### src/rtl/eth_pkg.sv
// Shared definitions for the RMII pixel-link deframer and its CRC engine.
// Holds the receive FSM state type, CRC-32 constants and the dibit-step helper.
// The helper is used both by the CRC register and by the top-level FCS look-ahead.
package eth_pkg;

    typedef enum logic [2:0] {
        ST_WAIT_IDLE,
        ST_IDLE,
        ST_PREAMBLE,
        ST_HEADER,
        ST_PAYLOAD,
        ST_FCS
    } state_e;

    localparam logic [31:0] CRC_INIT      = 32'hFFFF_FFFF;
    localparam logic [31:0] CRC_RESIDUE   = 32'hC704_DD7B;
    localparam logic [31:0] CRC_POLY_REFL = 32'hEDB8_8320;

    localparam logic [1:0] PREAMBLE_DIBIT = 2'b01;
    localparam logic [1:0] SFD_DIBIT      = 2'b11;

    // One reflected CRC-32 step over a dibit; dibit[0] is the earlier wire bit.
    function automatic logic [31:0] crc32_dibit_step(input logic [31:0] crc,
                                                     input logic [1:0]  dibit);
        logic [31:0] r;
        r = crc;
        for (int i = 0; i < 2; i++) begin
            if (r[0] ^ dibit[i]) r = (r >> 1) ^ CRC_POLY_REFL;
            else                 r = r >> 1;
        end
        return r;
    endfunction

    function automatic logic [31:0] bitrev32(input logic [31:0] v);
        logic [31:0] r;
        for (int i = 0; i < 32; i++) r[i] = v[31-i];
        return r;
    endfunction

endpackage

### src/rtl/eth_unpacker_if.sv
// RMII receive pins plus the pixel write / packet status stream of the deframer.
// master: deframer side (samples crsdv/rxd, drives pixel and status outputs).
// slave : environment side (drives the PHY pins, observes the outputs).
interface eth_unpacker_if;
    logic        crsdv;       // PHY carrier-sense / data-valid
    logic [1:0]  rxd;         // PHY receive dibit, rxd[0] lower bit
    logic        axiov;       // one-cycle strobe, axiod/pixel_addr valid
    logic [7:0]  axiod;       // reassembled pixel byte
    logic [23:0] pixel_addr;  // frame address of axiod
    logic        pkt_done;    // packet received with good FCS
    logic        pkt_err;     // packet bad (FCS mismatch or truncated)

    modport master (
        input  crsdv, rxd,
        output axiov, axiod, pixel_addr, pkt_done, pkt_err
    );

    modport slave (
        output crsdv, rxd,
        input  axiov, axiod, pixel_addr, pkt_done, pkt_err
    );
endinterface

### src/rtl/eth_crc32_dibit.sv
// Purpose: reflected CRC-32 register updated two bits per clock (RMII rate).
// Latency: crc reflects a dibit one cycle after en; clr wins over en.
// Backpressure: none, consumes a dibit every cycle en is high.
// Ports: clk/rst_n, clr (reload CRC_INIT), en (absorb dibit), dibit, crc (register).
module eth_crc32_dibit
    import eth_pkg::*;
(
    input  logic        clk,
    input  logic        rst_n,
    input  logic        clr,
    input  logic        en,
    input  logic [1:0]  dibit,
    output logic [31:0] crc
);

    logic [31:0] r_crc;

    always_ff @(posedge clk or negedge rst_n) begin
        if (!rst_n)   r_crc <= CRC_INIT;
        else if (clr) r_crc <= CRC_INIT;
        else if (en)  r_crc <= crc32_dibit_step(r_crc, dibit);
    end

    assign crc = r_crc;

endmodule

### src/rtl/eth_unpacker.sv
// Purpose: RMII deframer - preamble/SFD lock, header skip, pixel byte rebuild, FCS check.
// Latency: axiov 1 cycle after a byte's 4th dibit; pkt_done/pkt_err 1 cycle after last FCS dibit or crsdv drop.
// Backpressure: none, the wire rate is fixed and strobes come every 4 cycles.
// Ports: clk, rst_n (async active-low), bus (master modport: crsdv/rxd in; axiov/axiod/pixel_addr/pkt_done/pkt_err out).
module eth_unpacker
    import eth_pkg::*;
#(
    parameter int HEADER_BYTES  = 14,
    parameter int PAYLOAD_BYTES = 320,
    parameter int FCS_BYTES     = 4,
    parameter int PREAMBLE_MIN  = 8,
    parameter int FRAME_PIXELS  = 76800
) (
    input  logic          clk,
    input  logic          rst_n,
    eth_unpacker_if.master bus
);

    localparam int HDR_DIBITS = HEADER_BYTES * 4;
    localparam int PAY_DIBITS = PAYLOAD_BYTES * 4;
    localparam int FCS_DIBITS = FCS_BYTES * 4;
    localparam int MAX_DIBITS = (HDR_DIBITS > PAY_DIBITS)
                              ? ((HDR_DIBITS > FCS_DIBITS) ? HDR_DIBITS : FCS_DIBITS)
                              : ((PAY_DIBITS > FCS_DIBITS) ? PAY_DIBITS : FCS_DIBITS);
    localparam int CNT_W = $clog2(MAX_DIBITS + 1);
    localparam int PRE_W = $clog2(PREAMBLE_MIN + 1);

    localparam logic [CNT_W-1:0] HDR_LAST  = CNT_W'(HDR_DIBITS - 1);
    localparam logic [CNT_W-1:0] PAY_LAST  = CNT_W'(PAY_DIBITS - 1);
    localparam logic [CNT_W-1:0] FCS_LAST  = CNT_W'(FCS_DIBITS - 1);
    localparam logic [23:0]      ADDR_LAST = 24'(FRAME_PIXELS - 1);

    state_e             r_state, w_state_nxt;
    logic [CNT_W-1:0]   r_cnt, w_cnt_nxt;
    logic [PRE_W-1:0]   r_pre_cnt, w_pre_cnt_nxt;
    logic [5:0]         r_shift;
    logic               r_axiov;
    logic [7:0]         r_axiod;
    logic [23:0]        r_pixel_addr;
    logic [23:0]        r_pkt_base;
    logic               r_pkt_done;
    logic               r_pkt_err;

    logic               w_crsdv;
    logic [1:0]         w_rxd;
    logic               w_emit;
    logic               w_done;
    logic               w_err;
    logic               w_crc_clr;
    logic               w_crc_en;
    logic               w_save_base;
    logic               w_fcs_ok;
    logic [31:0]        w_crc;
    logic [23:0]        w_addr_inc;

    assign w_crsdv = bus.crsdv;
    assign w_rxd   = bus.rxd;

    eth_crc32_dibit u_crc (
        .clk   (clk),
        .rst_n (rst_n),
        .clr   (w_crc_clr),
        .en    (w_crc_en),
        .dibit (w_rxd),
        .crc   (w_crc)
    );

    // The verdict is taken on the cycle of the last FCS dibit, so look one
    // step ahead. The register is reflected (LSB = x^31) while the residue
    // constant is written in normal bit order, hence the reversal.
    assign w_fcs_ok = (bitrev32(crc32_dibit_step(w_crc, w_rxd)) == CRC_RESIDUE);

    assign w_addr_inc = (r_pixel_addr == ADDR_LAST) ? 24'd0 : r_pixel_addr + 24'd1;

    always_ff @(posedge clk or negedge rst_n) begin
        if (!rst_n) begin
            r_state   <= ST_WAIT_IDLE;
            r_cnt     <= '0;
            r_pre_cnt <= '0;
        end else begin
            r_state   <= w_state_nxt;
            r_cnt     <= w_cnt_nxt;
            r_pre_cnt <= w_pre_cnt_nxt;
        end
    end

    always_comb begin
        w_state_nxt   = r_state;
        w_cnt_nxt     = r_cnt;
        w_pre_cnt_nxt = r_pre_cnt;
        w_emit        = 1'b0;
        w_done        = 1'b0;
        w_err         = 1'b0;
        w_crc_clr     = 1'b0;
        w_crc_en      = 1'b0;
        w_save_base   = 1'b0;

        unique case (r_state)
            // Also the landing state after a packet, so trailing dibits of an
            // over-long frame are dropped until carrier goes away.
            ST_WAIT_IDLE: begin
                if (!w_crsdv) w_state_nxt = ST_IDLE;
            end
            ST_IDLE: begin
                if (w_crsdv && w_rxd == PREAMBLE_DIBIT) begin
                    w_state_nxt   = ST_PREAMBLE;
                    w_pre_cnt_nxt = PRE_W'(1);
                end
            end
            ST_PREAMBLE: begin
                if (!w_crsdv) begin
                    w_state_nxt = ST_WAIT_IDLE;
                end else if (w_rxd == PREAMBLE_DIBIT) begin
                    if (r_pre_cnt != '1) w_pre_cnt_nxt = r_pre_cnt + PRE_W'(1);
                end else if (w_rxd == SFD_DIBIT && r_pre_cnt >= PRE_W'(PREAMBLE_MIN)) begin
                    w_state_nxt = ST_HEADER;
                    w_cnt_nxt   = '0;
                    w_crc_clr   = 1'b1;
                    w_save_base = 1'b1;
                end else begin
                    w_state_nxt = ST_WAIT_IDLE;
                end
            end
            ST_HEADER: begin
                if (!w_crsdv) begin
                    w_err       = 1'b1;
                    w_state_nxt = ST_IDLE;
                end else begin
                    w_crc_en = 1'b1;
                    if (r_cnt == HDR_LAST) begin
                        w_state_nxt = ST_PAYLOAD;
                        w_cnt_nxt   = '0;
                    end else begin
                        w_cnt_nxt = r_cnt + CNT_W'(1);
                    end
                end
            end
            ST_PAYLOAD: begin
                if (!w_crsdv) begin
                    w_err       = 1'b1;
                    w_state_nxt = ST_IDLE;
                end else begin
                    w_crc_en = 1'b1;
                    // Payload starts byte-aligned, so the low counter bits
                    // give the dibit position inside the current byte.
                    w_emit   = (r_cnt[1:0] == 2'd3);
                    if (r_cnt == PAY_LAST) begin
                        w_state_nxt = ST_FCS;
                        w_cnt_nxt   = '0;
                    end else begin
                        w_cnt_nxt = r_cnt + CNT_W'(1);
                    end
                end
            end
            ST_FCS: begin
                if (!w_crsdv) begin
                    w_err       = 1'b1;
                    w_state_nxt = ST_IDLE;
                end else begin
                    w_crc_en = 1'b1;
                    if (r_cnt == FCS_LAST) begin
                        w_done      = w_fcs_ok;
                        w_err       = !w_fcs_ok;
                        w_state_nxt = ST_WAIT_IDLE;
                    end else begin
                        w_cnt_nxt = r_cnt + CNT_W'(1);
                    end
                end
            end
            default: w_state_nxt = ST_WAIT_IDLE;
        endcase
    end

    always_ff @(posedge clk or negedge rst_n) begin
        if (!rst_n) begin
            r_shift      <= '0;
            r_axiov      <= 1'b0;
            r_axiod      <= '0;
            r_pixel_addr <= '0;
            r_pkt_base   <= '0;
            r_pkt_done   <= 1'b0;
            r_pkt_err    <= 1'b0;
        end else begin
            // Newest dibit enters at the top: after three shifts the
            // register holds {d2,d1,d0} ready for d3 to complete the byte.
            if (w_crsdv) r_shift <= {w_rxd, r_shift[5:2]};
            r_axiov <= w_emit;
            if (w_emit) r_axiod <= {w_rxd, r_shift};
            r_pkt_done <= w_done;
            r_pkt_err  <= w_err;
            if (w_save_base) r_pkt_base <= r_pixel_addr;
            // A rejected packet rolls the address back so the frame buffer
            // region gets rewritten by the retransmission.
            if (w_err)        r_pixel_addr <= r_pkt_base;
            else if (r_axiov) r_pixel_addr <= w_addr_inc;
        end
    end

    assign bus.axiov      = r_axiov;
    assign bus.axiod      = r_axiod;
    assign bus.pixel_addr = r_pixel_addr;
    assign bus.pkt_done   = r_pkt_done;
    assign bus.pkt_err    = r_pkt_err;

endmodule

### src/flat_wrapper.sv
// flat-port wrapper written by rule: the top's interface ports become plain ports
module eth_unpacker_flat import eth_pkg::*;
#(
    parameter int HEADER_BYTES  = 14,
    parameter int PAYLOAD_BYTES = 320,
    parameter int FCS_BYTES     = 4,
    parameter int PREAMBLE_MIN  = 8,
    parameter int FRAME_PIXELS  = 76800
)
  (clk, rst_n, bus_crsdv, bus_rxd, bus_axiov, bus_axiod, bus_pixel_addr, bus_pkt_done, bus_pkt_err);
  eth_unpacker_if bus_i ();
  input  logic clk;
  input  logic rst_n;
  input wire logic [$bits(bus_i.crsdv)-1:0] bus_crsdv;
  input wire logic [$bits(bus_i.rxd)-1:0] bus_rxd;
  output wire logic [$bits(bus_i.axiov)-1:0] bus_axiov;
  output wire logic [$bits(bus_i.axiod)-1:0] bus_axiod;
  output wire logic [$bits(bus_i.pixel_addr)-1:0] bus_pixel_addr;
  output wire logic [$bits(bus_i.pkt_done)-1:0] bus_pkt_done;
  output wire logic [$bits(bus_i.pkt_err)-1:0] bus_pkt_err;
  assign bus_i.crsdv = bus_crsdv;
  assign bus_i.rxd = bus_rxd;
  assign bus_axiov = bus_i.axiov;
  assign bus_axiod = bus_i.axiod;
  assign bus_pixel_addr = bus_i.pixel_addr;
  assign bus_pkt_done = bus_i.pkt_done;
  assign bus_pkt_err = bus_i.pkt_err;
  eth_unpacker #(.HEADER_BYTES(HEADER_BYTES), .PAYLOAD_BYTES(PAYLOAD_BYTES), .FCS_BYTES(FCS_BYTES), .PREAMBLE_MIN(PREAMBLE_MIN), .FRAME_PIXELS(FRAME_PIXELS)) u_core (.clk(clk), .rst_n(rst_n), .bus(bus_i));
endmodule
### config.mk
export PLATFORM = sky130hd
export DESIGN_NAME = eth_unpacker_flat
export DESIGN_NICKNAME = d
export VERILOG_FILES = /design/src/rtl/eth_pkg.sv /design/src/rtl/eth_unpacker_if.sv /design/src/rtl/eth_crc32_dibit.sv /design/src/rtl/eth_unpacker.sv /design/src/flat_wrapper.sv
export SDC_FILE = /design/constraint.sdc
export NUM_CORES = 1
export LEC_CHECK = 0
export CAP_MARGIN = 10
export CORE_MARGIN = 8
export CORE_UTILIZATION = 55
export CTS_CLUSTER_SIZE = 28
export DETAILED_ROUTE_END_ITERATION = 8
export PLACE_DENSITY = 0.75
export SYNTH_ARGS = -nofsm -noshare
export SYNTH_HDL_FRONTEND = slang
export SYNTH_HIERARCHICAL = 1
export SYNTH_SLANG_ARGS = --single-unit
### constraint.sdc
create_clock -name clk -period 4.25 [get_ports clk]
set_clock_uncertainty 0.2 [all_clocks]
set_input_delay 1.275 -clock clk [delete_from_list [all_inputs] [get_ports clk]]
set_output_delay 1.275 -clock clk [all_outputs]
set_load 0.005 [all_outputs]
==> key figures <==
Timing
  • WHS: around 0.30 ns
  • Minimum clock period: between 3 and 4 ns
  • Max-slew headroom: 0.367
  • Post-Route Setup TNS: 0 ns
  • RSZ-0062 raised after global routing: no
  • Fmax: slightly below 300 MHz
  • Final setup vio count: 0
  • Least-Margin Pin Slew: approximately 0.94 ns
  • Final Hold Vio Count: 0
  • Final count of pins violating max slew: 0
  • Final period utilization: 0.794

Floorplan
  • Die ar.: 15,300 um^2
  • Io pins: 40
  • Die width: 124 um
  • Row count: 39
  • Core Footprint: about 11,000 um^2
  • Starting Density: 0.561
  • Die height: about 120 um

GRT
  • Vias in the first global route: 4,409
  • Global route overflow: 0
  • GRT Util Overall: 0.188
  • Initial antenna violation count: 0
  • Largest net degree at the start of global routing: 64
  • First-pass GRT wire length: about 23 mm

Synthesis
  • Synth async-reset ratio: 1.00
  • Mapped Cells: ~560
  • Syn Nets: 570
  • Top FF cell, synth: dfrtp_1
  • EDFF count, synth: 0
  • Seq cells post-synth: 115
  • Synthesized area: 6370 um^2
  • Warnings from Yosys: 6
  • Syn Area/Cell: about 11 um^2
  • Synth cell types: 78
  • Seq/Total Area, Yosys: 0.458

Worst setup path
  • Critical Path, Cell by Cell: clkdlybuf4s50_1, nand4_1, a21oi_1, nand3_2, a21oi_2, mux2_2
  • WP buf/inv: 1
  • CP startpoint: bus_rxd[1]
  • WP data required: approximately 4.4 ns
  • Worst Reg-to-Reg Cells: 6
  • Critical path depth: 6
  • CP Data Arrival Time: around 3.5 ns
  • Crit Path Max Fanout: 15
  • Reg-to-Reg End: u_core/bus.pixel_addr[6]
  • CP endpoint kind: flip-flop
  • Critical path class: in2reg
  • Worst reg2reg startpoint: u_core/u_crc/crc[26]
  • Critical path's slowest cell: clkdlybuf4s50_1
  • Startpoint type of the worst setup path: input port
  • Worst reg-to-reg setup slack: approximately 1.8 ns
  • Worst path top cell family by delay: buffers and inverters
  • End of the critical path: u_core/r_cnt[0]
  • Crit path largest cell delay: between 0.7 and 0.8 ns

Layout
  • Reg area: 2920 um^2
  • Multi-input gate area: ~3100 um^2
  • Most frequent cells in the layout: dfrtp_1, clkdlybuf4s50_1, mux2_2
  • Fin area: approximately 7400 um^2
  • Core Util, Final: 0.650
  • Layout cells sized above 1: 0.240
  • Syn-to-layout area delta: 16.0%
  • Final #Nets: ~600
  • # diodes: 0
  • Fillcell total: approximately 900
  • Commonest non-fill, non-tap cell in the layout: dfrtp_1

Job
  • Max-cap check violation count: 0

Routing
  • First drt pass iteration count: 5
  • Vias: roughly 4.5k
  • Routed len/inst: 18.0 um
  • DR DRC count: 0
  • Post-Route WL: approximately 13 mm
  • Routed vias/inst: just over 6
  • ANT nets after route: 0
  • Iteration-0 DRC Markers: approximately 490

Outcome
  • Status: complete, no violations

Clocking
  • CTS resizes: 0
  • H-tree levels: 4
  • CTS max path bufs: 2
  • CTS buffer count: 17
  • CTS root buf: clkbuf_16
  • CTS Hold Bufs: 0
  • Worst-Skew Late Latency: slightly above 0.4 ns
  • Post-CTS setup buffer count: 0
  • CTS tree: yes
  • # clock sinks: 115
  • Clock transition at path regs: 0.05 ns

Placement
  • PortBufs: 39
  • GP Congestion: between 0.8 and 0.9
  • Hpwl dp: between 8 and 9 mm
  • Area of placed instances: ~6800 um^2

Pwr
  • Peak supply drop: between 500 and 600 uV
  • Power Density: between 400 and 500 nW/um^2
  • P_leak: roughly 3.4 nW

Hold path
  • Hold Path Class: reg2reg
==> area by class of cell <==
cell class,instances,share of cell area
clock buffers,20,0.0604
clock inverters,12,0.0186
inverters,22,0.0112
multi-input cells,389,0.426
flip-flops and latches,115,0.395
well taps,143,0.0242
repair buffers,46,0.0647
==> synthesized netlist by cell type (4+ instances only) <==
| cell | number | area (um^2) |
|---|---|---|
| nand2_1 | 28 | 105 |
| a31oi_1 | 10 | 62.6 |
| nor2_1 | 20 | 75.1 |
| nor2b_1 | 17 | 106 |
| inv_1 | 22 | 82.6 |
| buf_6 | 5 | 56.3 |
| buf_2 | 10 | 50.1 |
| nand3_1 | 14 | 70.1 |
| mux2_4 | 14 | 210 |
| and2_1 | 13 | 81.3 |
| ha_1 | 6 | 75.1 |
| dfrtp_1 | 83 | 2080 |
| a21oi_1 | 24 | 120 |
| xnor2_1 | 24 | 210 |
| a221o_1 | 8 | 80.1 |
| and3_1 | 9 | 56.3 |
| mux2_2 | 38 | 428 |
| xnor3_1 | 6 | 135 |
| o21ai_0 | 23 | 115 |
| and4_1 | 4 | 35.0 |
| dfstp_2 | 32 | 841 |
| clkbuf_1 | 11 | 41.3 |
| nor3_1 | 4 | 20.0 |
| a211o_1 | 27 | 236 |
| mux2i_1 | 8 | 80.1 |
| nand4_1 | 17 | 106 |
==> sequential cells by signal (all words and copies together), names as in the netlist <==
| signal | cells |
|---|---|
| u_core/bus.axiod | 8 |
| u_core/bus.axiov | 1 |
| u_core/bus.pixel_addr | 24 |
| u_core/bus.pkt_done | 1 |
| u_core/bus.pkt_err | 1 |
| u_core/r_cnt | 11 |
| u_core/r_pkt_base | 24 |
| u_core/r_pre_cnt | 4 |
| u_core/r_shift | 6 |
| u_core/r_state | 3 |
| u_core/u_crc/crc | 32 |
==> through the flow <==
step	std cells	power, mW	worst slack (ns)
after CTS	747	3.67	0.901
after global routing	747	3.81	0.672
after global placement	715	2.21	0.573
after detailed placement	715	2.24	0.484
final	747	3.63	0.875
after floorplan	559	2.13	1.32
==> power by group <==
part	total [mW]	internal, mW	switching (mW)
Combinational	0.706	0.416	0.290
Clock	1.40	0.925	0.480
Sequential	1.52	1.36	0.163
==> worst min-delay path by stage <==
stage,end,startpoint,depth (start not counted)
floorplan,u_core/r_pre_cnt[2],u_core/r_pre_cnt[2],1
global placement,u_core/bus.pixel_addr[8],u_core/r_pkt_base[8],1
detailed placement,u_core/bus.axiod[1],u_core/r_shift[1],1
CTS,u_core/bus.pixel_addr[14],u_core/r_pkt_base[14],1
global route,u_core/bus.axiod[1],u_core/r_shift[1],1
finish,u_core/bus.pixel_addr[10],u_core/r_pkt_base[10],1
==> logic make-up (layout without fill, tap and decap cells) <==
kind of cell	after synthesis	count (layout)	synth area share
and+or+nand+nor	168	168	0.170
buffers and inverters	55	100	0.0493
muxes	60	60	0.113
DFF	115	115	0.458
xor gates and xnor gates	35	35	0.0652
AOI/OAI and AO/OA	120	120	0.134
adders and majority gates	6	6	0.0118
==> routing by layer <==
layer	share of wire	up-vias	global-route usage
met5	0	-	0
met4	0.019	0	0.0790
met3	0.056	27	0.0485
met2	0.49	147	0.303
met1	0.44	2225	0.236
li1	-	2127	-
==> worst reg2reg max path, stage by stage (launching register included) <==
cell and delay [ns]:
dfstp_2 0.54, nor4bb_1 0.34, nand4_1 0.20, nor4_2 0.23
o21a_1 0.20, buf_12 0.22, mux2_2 0.37
No activity file was read; power rests on OpenSTA's default activity.
